==> src/rtl/pwm_pkg.sv <==
// Shared types and defaults for the PWM duty sequencer.
package pwm_pkg;

  localparam int NUM_STEPS_DEF = 4;
  localparam int TICK_DIV_DEF  = 256;

  typedef enum logic [1:0] {
    IDLE,
    LOAD,
    DWELL,
    DONE
  } seq_state_e;

  // Dwell of 0 marks the end of the program.
  typedef struct packed {
    logic [7:0] duty;
    logic [7:0] dwell;
  } slot_t;

endpackage

==> src/rtl/pwm_tick_prescaler.sv <==
// Free-running 0..TICK_DIV-1 counter with a one-cycle tick on its last count.
module pwm_tick_prescaler
  import pwm_pkg::*;
#(
  parameter int TICK_DIV = TICK_DIV_DEF
) (
  input  logic clk,
  input  logic rst_n,
  input  logic clr,
  input  logic en,
  output logic tick
);

  localparam int CW = $clog2(TICK_DIV);

  logic [CW-1:0] cnt_q;

  assign tick = en && (cnt_q == CW'(TICK_DIV - 1));

  always_ff @(posedge clk) begin
    if (!rst_n)   cnt_q <= '0;
    else if (clr) cnt_q <= '0;
    else if (en)  cnt_q <= tick ? '0 : cnt_q + CW'(1);
  end

endmodule

==> src/rtl/pwm_sequencer.sv <==
// Duty-cycle program sequencer between the SPI register bank and the PWM peripheral;
// passes the enable masks through and replaces the manual duty while a program runs.
module pwm_sequencer
  import pwm_pkg::*;
#(
  parameter int NUM_STEPS = NUM_STEPS_DEF,
  parameter int TICK_DIV  = TICK_DIV_DEF
) (
  input  logic                         clk,
  input  logic                         rst_n,
  input  logic [15:0]                  en_reg_out_in,
  input  logic [15:0]                  en_reg_pwm_in,
  input  logic [7:0]                   manual_duty,
  input  logic                         prog_we,
  input  logic [$clog2(NUM_STEPS)-1:0] prog_addr,
  input  logic [7:0]                   prog_duty,
  input  logic [7:0]                   prog_dwell,
  input  logic                         seq_start,
  input  logic                         seq_stop,
  input  logic                         seq_loop,
  output logic [15:0]                  en_reg_out,
  output logic [15:0]                  en_reg_pwm,
  output logic [7:0]                   pwm_duty_cycle,
  output logic                         busy,
  output logic [$clog2(NUM_STEPS)-1:0] step_idx,
  output logic                         done
);

  localparam int SW = $clog2(NUM_STEPS);

  seq_state_e state_q, state_d;
  slot_t      slots_q [NUM_STEPS];
  slot_t      cur;
  logic [7:0] dwell_q;
  logic       tick, last, wrap, go;

  assign cur  = slots_q[step_idx];
  assign go   = seq_start && !seq_stop;
  assign last = tick && (dwell_q == 8'd1);
  assign wrap = (step_idx == SW'(NUM_STEPS - 1));

  pwm_tick_prescaler #(.TICK_DIV(TICK_DIV)) u_presc (
    .clk   (clk),
    .rst_n (rst_n),
    .clr   (state_q == LOAD),
    .en    (state_q == DWELL),
    .tick  (tick)
  );

  always_ff @(posedge clk) begin
    if (!rst_n) state_q <= IDLE;
    else        state_q <= state_d;
  end

  always_comb begin
    state_d = state_q;
    case (state_q)
      IDLE:    if (go) state_d = LOAD;
      LOAD:    state_d = (cur.dwell == 8'd0) ? DONE : DWELL;
      DWELL:   if (last) state_d = (wrap && !seq_loop) ? DONE : LOAD;
      default: state_d = IDLE;
    endcase
    if (seq_stop && state_q != IDLE) state_d = IDLE;
  end

  always_comb begin
    busy = (state_q != IDLE);
    done = (state_q == DONE);
  end

  // Slot contents are only consumed in LOAD, so writes never disturb a running dwell.
  always_ff @(posedge clk) begin
    if (!rst_n) begin
      en_reg_out     <= '0;
      en_reg_pwm     <= '0;
      pwm_duty_cycle <= '0;
      step_idx       <= '0;
      dwell_q        <= '0;
      for (int i = 0; i < NUM_STEPS; i++) slots_q[i] <= '0;
    end else begin
      en_reg_out <= en_reg_out_in;
      en_reg_pwm <= en_reg_pwm_in;
      if (prog_we) slots_q[prog_addr] <= '{duty: prog_duty, dwell: prog_dwell};
      case (state_q)
        IDLE: begin
          pwm_duty_cycle <= manual_duty;
          if (go) step_idx <= '0;
        end
        LOAD: if (cur.dwell != 8'd0) begin
          dwell_q        <= cur.dwell;
          pwm_duty_cycle <= cur.duty;
        end
        DWELL: begin
          if (tick) dwell_q <= dwell_q - 8'd1;
          // Keep the final index visible through DONE when not looping.
          if (last && !(wrap && !seq_loop)) step_idx <= step_idx + SW'(1);
        end
        default: ;
      endcase
    end
  end

endmodule

==> config.mk <==
export PLATFORM = sky130hd
export DESIGN_NAME = pwm_sequencer
export DESIGN_NICKNAME = d
export VERILOG_FILES = /design/src/rtl/pwm_pkg.sv /design/src/rtl/pwm_tick_prescaler.sv /design/src/rtl/pwm_sequencer.sv
export SDC_FILE = /design/constraint.sdc
export NUM_CORES = 1
export LEC_CHECK = 0
export CAP_MARGIN = 20
export CORE_ASPECT_RATIO = 0.9
export CORE_MARGIN = 2
export CORE_UTILIZATION = 40
export DETAILED_ROUTE_END_ITERATION = 8
export HOLD_SLACK_MARGIN = 0.1
export PLACE_DENSITY = 0.73
export SKIP_CTS_REPAIR_TIMING = 1
export SYNTH_ARGS = -nofsm -noshare
export SYNTH_HDL_FRONTEND = slang
export SYNTH_SLANG_ARGS = --single-unit
==> constraint.sdc <==
create_clock -name clk -period 2.11 [get_ports clk]
set_input_delay 0.211 -clock clk [delete_from_list [all_inputs] [get_ports clk]]
set_output_delay 0.211 -clock clk [all_outputs]
set_load 0.01 [all_outputs]
==> results.py, run 1 <==
metrics = {
    "logic_synthesis": {
        "synth_edf_count": 64,
        "synthArstFlopShare_pct": 0,
        "synth_area_leaders": "edfxtp_1 (36%), dfxtp_1 (23%), and2_1 (9.6%), mux4_2 (6.0%), mux2i_1 (3.4%)",
        "syn_inst": 418,
        "ys_warn_count": 0,
        "synth.cell_area_sq_um": 5290,
        "yosysUniqueCellTypes": 44,
        "synth_nets": 486,
        "ys_seq_area_share_pct": 59.8,
        "yosys.area.top_type": "edfxtp_1",
        "ys_ff_latch": 126,
        "synth_top_area_share_pct": 36.3,
        "synth.avg_cell_area_sq_um": 12.7,
        "ys.flop_type": "edfxtp_1",
    },
    "routing": {
        "wl_mm": 12.2,
        "wl_met1_mm": 5.43,
        "antenna_left": 0,
        "met2WireLength_mm": 6.04,
        "routed-wl-met3_microns": 565,
        "routed_via_density": 5.04,
        "routedWlPerCell_microns": 16.8,
        "vias": 3645,
        "highest-signal-layer": "met4",
        "drc_errors": 0,
        "drtIter0Drc": 255,
        "dr.pass1.iters": 4,
    },
    "pwr": {
        "p_sw_share_pct": 23.8,
        "p_per_area_nw_per_um2": 844,
        "leakagePower_nw": 2.77,
        "switchingPower_mw": 1.47,
        "internal-power_mw": 4.69,
        "seqPwrFrac_pct": 45.0,
        "pwr-share-clk_pct": 46.2,
        "peakVddDrop_uv": 615,
        "comb_power_share_pct": 8.8,
    },
    "die": {
        "ios": 108,
        "die_w_microns": 125,
        "rows": 39,
        "start_util_pct": 41.4,
        "die_y_microns": 113,
        "coreArea_sq_um": 12800,
        "dieArea_sq_um": 14200,
    },
    "timing": {
        "grt_setup_unrepaired": "false",
        "relSlewSlack_pct": 65.2,
        "hold_viol_final": 0,
        "finClkSkew_ns": 0.00761,
        "worst_pin_slew_ns": 0.519,
        "finalSetupViolations": 0,
        "layout_min_cycle_time_ns": 2.07,
        "slew_violations": 0,
        "fin_worst_hold_slack_ns": 0.357,
        "period_share_pct": 98.1,
        "max_freq_mhz": 483,
    },
    "hold_path": {
        "whs_endpoint": "dwell_q[0]",
        "min_path_type": "in -> reg",
        "whs_path_depth": 4,
        "hp-start": "rst_n",
    },
    "setup_path": {
        "worstPathMaxFanout": 16,
        "r2r_end": "pwm_duty_cycle[0]",
        "r2r_cells": 6,
        "worstPathRequired_ns": 2.40,
        "rrSetupSlack_ns": 0.04,
        "crit_type": "reg -> reg",
        "crit_path_start_kind": "register",
        "cp_data_arrival_time_ns": 2.36,
        "end_kind": "register",
    },
    "flow_run": {
        "drv_cap": 0,
    },
    "global_routing": {
        "grt_start_max_net_pins": 69,
        "grt_pass1_vias": 3743,
        "antenna_found_initial": 0,
        "grt_pass1_wl_mm": 19.2,
        "grt_overflow": 0,
        "grt_usage_pct": 17.7,
    },
    "placed_design": {
        "place_area_sq_um": 6670,
        "dp_hpwl_mm": 8.16,
        "port-buffer-count": 107,
        "gp_congestion": 0.768,
    },
    "cts": {
        "cts_tree": "built",
        "htree_levels": 4,
        "cts-buffers-inserted": 17,
        "cts_root_buf": "clkbuf_16",
        "clk_latency_ns": 0.42,
        "cts_max_path_buffers": 2,
        "path_clk_slew_ns": 0.06,
        "clock-sinks": 126,
    },
    "cells_and_area": {
        "layout-drive-gt1-share_pct": 16.3,
        "syn2layout_area_growth_pct": 38.0,
        "fin_area_sq_um": 7300,
        "fillers": 1061,
        "fin_nets": 614,
        "n_antenna_cell": 0,
    },
    "outcome": {
        "status": "finished, final reports clean",
    },
}
==> critical path: stages (launching register included) <==
cell      delay, ns
dfxtp_4        0.40
mux4_2         0.56
nor4_4         0.34
nand4b_4       0.18
buf_12         0.19
a21oi_1        0.18
a311oi_1       0.08
==> worst max path at each step <==
stage	endpoint	slack [ns]	depth (start not counted)
floorplan	state_q[0]	0.08	7
global placement	pwm_duty_cycle[3]	-0.08	7
detailed placement	pwm_duty_cycle[0]	-0.20	5
CTS	pwm_duty_cycle[0]	-0.20	5
global route	pwm_duty_cycle[0]	0.002	5
finish	pwm_duty_cycle[0]	0.04	6
==> layout make-up <==
cell class,instances,area (sq um),area share [%]
clock buffers,18,429,5.88
clock inverters,14,146,2.00
inverters,5,18.8,0.257
multi-input cells,264,2030,27.8
flip-flops and latches,126,3170,43.4
well taps,164,205,2.81
repair buffers,132,1300,17.8
==> power groups by stage <==
| stage | registers, mW | logic, mW | clock network, mW |
|---|---|---|---|
| final | 2.77 | 0.545 | 2.84 |
| after global routing | 2.78 | 0.587 | 2.98 |
| after CTS | 2.77 | 0.546 | 2.89 |
| after detailed placement | 2.83 | 0.543 | 0 |
| after global placement | 2.82 | 0.532 | 0 |
| after floorplan | 2.83 | 0.217 | 0 |
==> placed cells by master (no fill, tap or decap), drive strengths merged, types with 2 or more instances in the layout <==
cell           netlist  routed
or3                  2       2
dfxtp               62      62
or2                  3       3
ha                   4       4
nand2b               8       8
xor2                 6       6
clkdlybuf4s50        0     106
edfxtp              64      64
nand3                7       7
o21a                 2       2
a211o                2       2
xnor2                4       4
o21ai                5       5
clkinvlp             0       4
clkinv               2       2
nor3                 6       6
nor3b                2       2
and2                81      81
a311oi               8       8
clkbuf              18      19
nor2                16      16
mux4                15      15
o211ai               5       5
and3                17      17
a21oi               17      17
nor4                 3       3
mux2                 2       2
nand4                3       3
or3b                 2       2
or4                  2       2
mux2i               18      18
buf                  5      25
inv                  3      12
nand3b               2       2
nand2               18      18
==> cell usage after synthesis, types with 3 or more instances <==
master,number
inv_1,3
and2_1,81
nand2_1,18
nand2b_1,8
o211ai_1,5
buf_2,3
o21ai_0,4
xnor2_1,4
edfxtp_1,64
ha_1,4
nor3_1,6
dfxtp_1,62
and3_1,17
mux4_2,14
nor2_1,16
nand4_1,3
a21oi_1,17
clkbuf_1,18
nand3_1,7
a311oi_1,8
mux2i_1,18
xor2_1,6
==> logic make-up after synthesis <==
group	count (synthesis)	synth area share, %
AOI/OAI and AO/OA	41	5.30
xor gates and xnor gates	10	1.66
DFF	126	59.8
adders and majority gates	4	0.946
muxes	35	10.3
and+or+nand+nor	174	19.7
buffers and inverters	28	2.34
==> through the flow <==
step           setup TNS (ns)  cells  total power [mW]  setup WS, ns  utilization (%)
3_5_place_dp            -1.89    688              3.37        -0.200             52.2
5_1_grt                     0    723              6.36       0.00232             57.1
3_3_place_gp           -0.973    688              3.35       -0.0755             52.2
6_report                    0    723              6.16        0.0405             57.1
4_1_cts                 -2.30    720              6.21        -0.202             56.7
2_1_floorplan               0    418              3.05        0.0762                -
==> metal layers <==
layer	vias to the layer above	track usage [%]
met4	0	6.30
met1	1773	22.9
met5	-	0
met3	10	5.15
li1	1765	-
met2	97	28.5
==> state kept, by name, indices dropped and copies added, names as in the netlist, named ones only <==
register        count
en_reg_pwm         16
slots_q            64
dwell_q             8
pwm_duty_cycle      8
state_q             2
step_idx            2
u_presc.cnt_q       8
en_reg_out         16
(Power assumes the default switching activity.)
==> run 2, diff against run 1 <==
Settings changed: GPL_TIMING_DRIVEN from default to 0.
==> run 2 against run 1 <==
  * The flow now finishes with violations (negative setup slack)
  * Core utilization up 0.38 points
  * Routed wire length up 0.30%
  * Hold slack better by 0.021 ns
  * Highest routed layer unchanged
  * Largest power group unchanged
  * Critical path type unchanged
  * Count of clock-buffer cells in the layout unchanged
==> results.py, run 2 (synthesized netlist as in run 1, its figures left out) <==
metrics = {
    "placed_design": {
        "preCtsSetupSlack_ns": -0.918,
        "dp_hpwl_mm": 8.17,
        "gp_congestion": 0.799,
        "port-buffer-count": 107,
    },
    "outcome": {
        "status": "complete, but fails checks",
        "violations": "negative setup slack",
    },
    "setup_path": {
        "crit_buf_inv": 2,
        "worstPathMaxFanout": 8,
        "cp_top_family": "simple AND/OR/NAND/NOR gates",
        "worstPathRequired_ns": 2.37,
        "cp_common_cell": "buf_6",
        "crit_slowest_cell": "mux4_2",
        "crit_type": "reg -> reg",
        "worstPathCellList": "buf_6, mux4_2, nor4_4, nand4b_4, buf_6, a21oi_2, a311oi_2",
        "crit_path_start_kind": "register",
        "cp_data_arrival_time_ns": 2.46,
        "end_kind": "register",
        "slowest_delay_ns": 0.57,
    },
    "die": {
        "die_w_microns": 125,
        "dieArea_sq_um": 14200,
        "die_y_microns": 113,
        "start_util_pct": 41.4,
        "ios": 108,
        "coreArea_sq_um": 12800,
        "rows": 39,
    },
    "routing": {
        "drtIter0Drc": 217,
        "drc_errors": 0,
        "vias": 3703,
        "routedWlPerCell_microns": 16.8,
        "antenna_left": 0,
        "wl_mm": 12.2,
        "routed_via_density": 5.09,
        "dr.pass1.iters": 4,
    },
    "hold_path": {
        "hp-start": "en_reg_out_in[13]",
        "min_path_type": "in -> reg",
    },
    "timing": {
        "hold_viol_final": 0,
        "max_freq_mhz": 454,
        "layout_min_cycle_time_ns": 2.20,
        "finClkSkew_ns": 0.00688,
        "relSlewSlack_pct": 48.2,
        "setup_slack_ns": -0.0906,
        "worst_pin_slew_ns": 0.777,
        "period_share_pct": 104,
        "grt_setup_unrepaired": "true",
        "finalSetupViolations": 17,
        "slew_violations": 0,
    },
    "cells_and_area": {
        "final_common_cell": "clkdlybuf4s50_1",
        "n_antenna_cell": 0,
        "largest_register_ffs": 64,
        "largestRegisters": "slots_q (64), en_reg_out (16), en_reg_pwm (16)",
        "fillers": 1067,
        "area.sequential_sq_um": 3170,
        "mostFrequentLayoutCells": "clkdlybuf4s50_1 (107), and2_1 (81), edfxtp_1 (64)",
        "syn2layout_area_growth_pct": 38.9,
        "top_register": "slots_q",
        "multi_input_area_sq_um": 2120,
        "layout-drive-gt1-share_pct": 17.4,
        "fin_nets": 619,
    },
    "cts": {
        "cts-buffers-inserted": 17,
        "clk_latency_ns": 0.41,
        "clock-sinks": 126,
        "cts_tree": "built",
        "path_clk_slew_ns": 0.06,
        "cts_max_path_buffers": 2,
        "htree_levels": 4,
        "cts_root_buf": "clkbuf_16",
    },
    "global_routing": {
        "grt_start_max_net_pins": 17,
        "grt_usage_pct": 17.7,
        "grt_overflow": 0,
        "antenna_found_initial": 0,
        "grt_pass1_vias": 3778,
        "grt_pass1_wl_mm": 19.1,
    },
    "pwr": {
        "fin_total_pwr_mw": 6.17,
        "peakVddDrop_uv": 534,
        "p_per_area_nw_per_um2": 840,
        "leakagePower_nw": 2.75,
    },
    "flow_run": {
        "drv_cap": 0,
    },
}
[run 2: routing by layer]
layer / routed length, microns / track usage, %
met5: 0 / 0
met4: 177 / 6.59
met1: 5330 / 22.4
met3: 514 / 4.92
met2: 6180 / 29.4
[run 2: path summary, 6_finish.rpt]
check | to | slack [ns] | depth (start not counted)
worst max register to register | pwm_duty_cycle[7] | -0.09 | 7
worst min register to register | dwell_q[1] | 0.49 | 2
worst max-delay path | pwm_duty_cycle[7] | -0.09 | 7
worst min-delay path | en_reg_out[13] | 0.38 | 2
[run 2: per-stage QoR]
step	setup TNS [ns]	util, %	instance area [sq um]	hold slack (ns)	cells
detailed placement	-71.37	51.4	6570	0.469	689
finish	-0.980	57.5	7350	0.378	727
floorplan	0	-	5290	0.290	418
global placement	-68.35	51.4	6570	0.461	689
global route	-2.75	57.5	7350	0.378	727
CTS	-30.33	55.9	7150	0.363	720
[run 2: area by class of cell]
type,count,area share (%)
Buffer,21,1.40
Inverter,5,0.306
Timing Repair Buffer,116,15.7
Clock buffer,18,5.84
Clock inverter,13,2.03
Tap cell,164,2.79
Sequential cell,126,43.1
Multi-Input combinational cell,264,28.9
[run 2: worst register-to-register path, cell delays in order (launching register included)]
cell and delay, ns:
dfxtp_2 0.32, buf_6 0.14, mux4_2 0.57, nor4_4 0.34, nand4b_4 0.26, buf_6 0.22
a21oi_2 0.14, a311oi_2 0.05
[run 2: report_power, final]
group	total, mW	leakage, nW	internal, mW	switching (mW)
registers	2.77	1.14	2.72	0.0467
clock network	2.86	0.280	1.83	1.03
logic	0.542	1.33	0.302	0.239
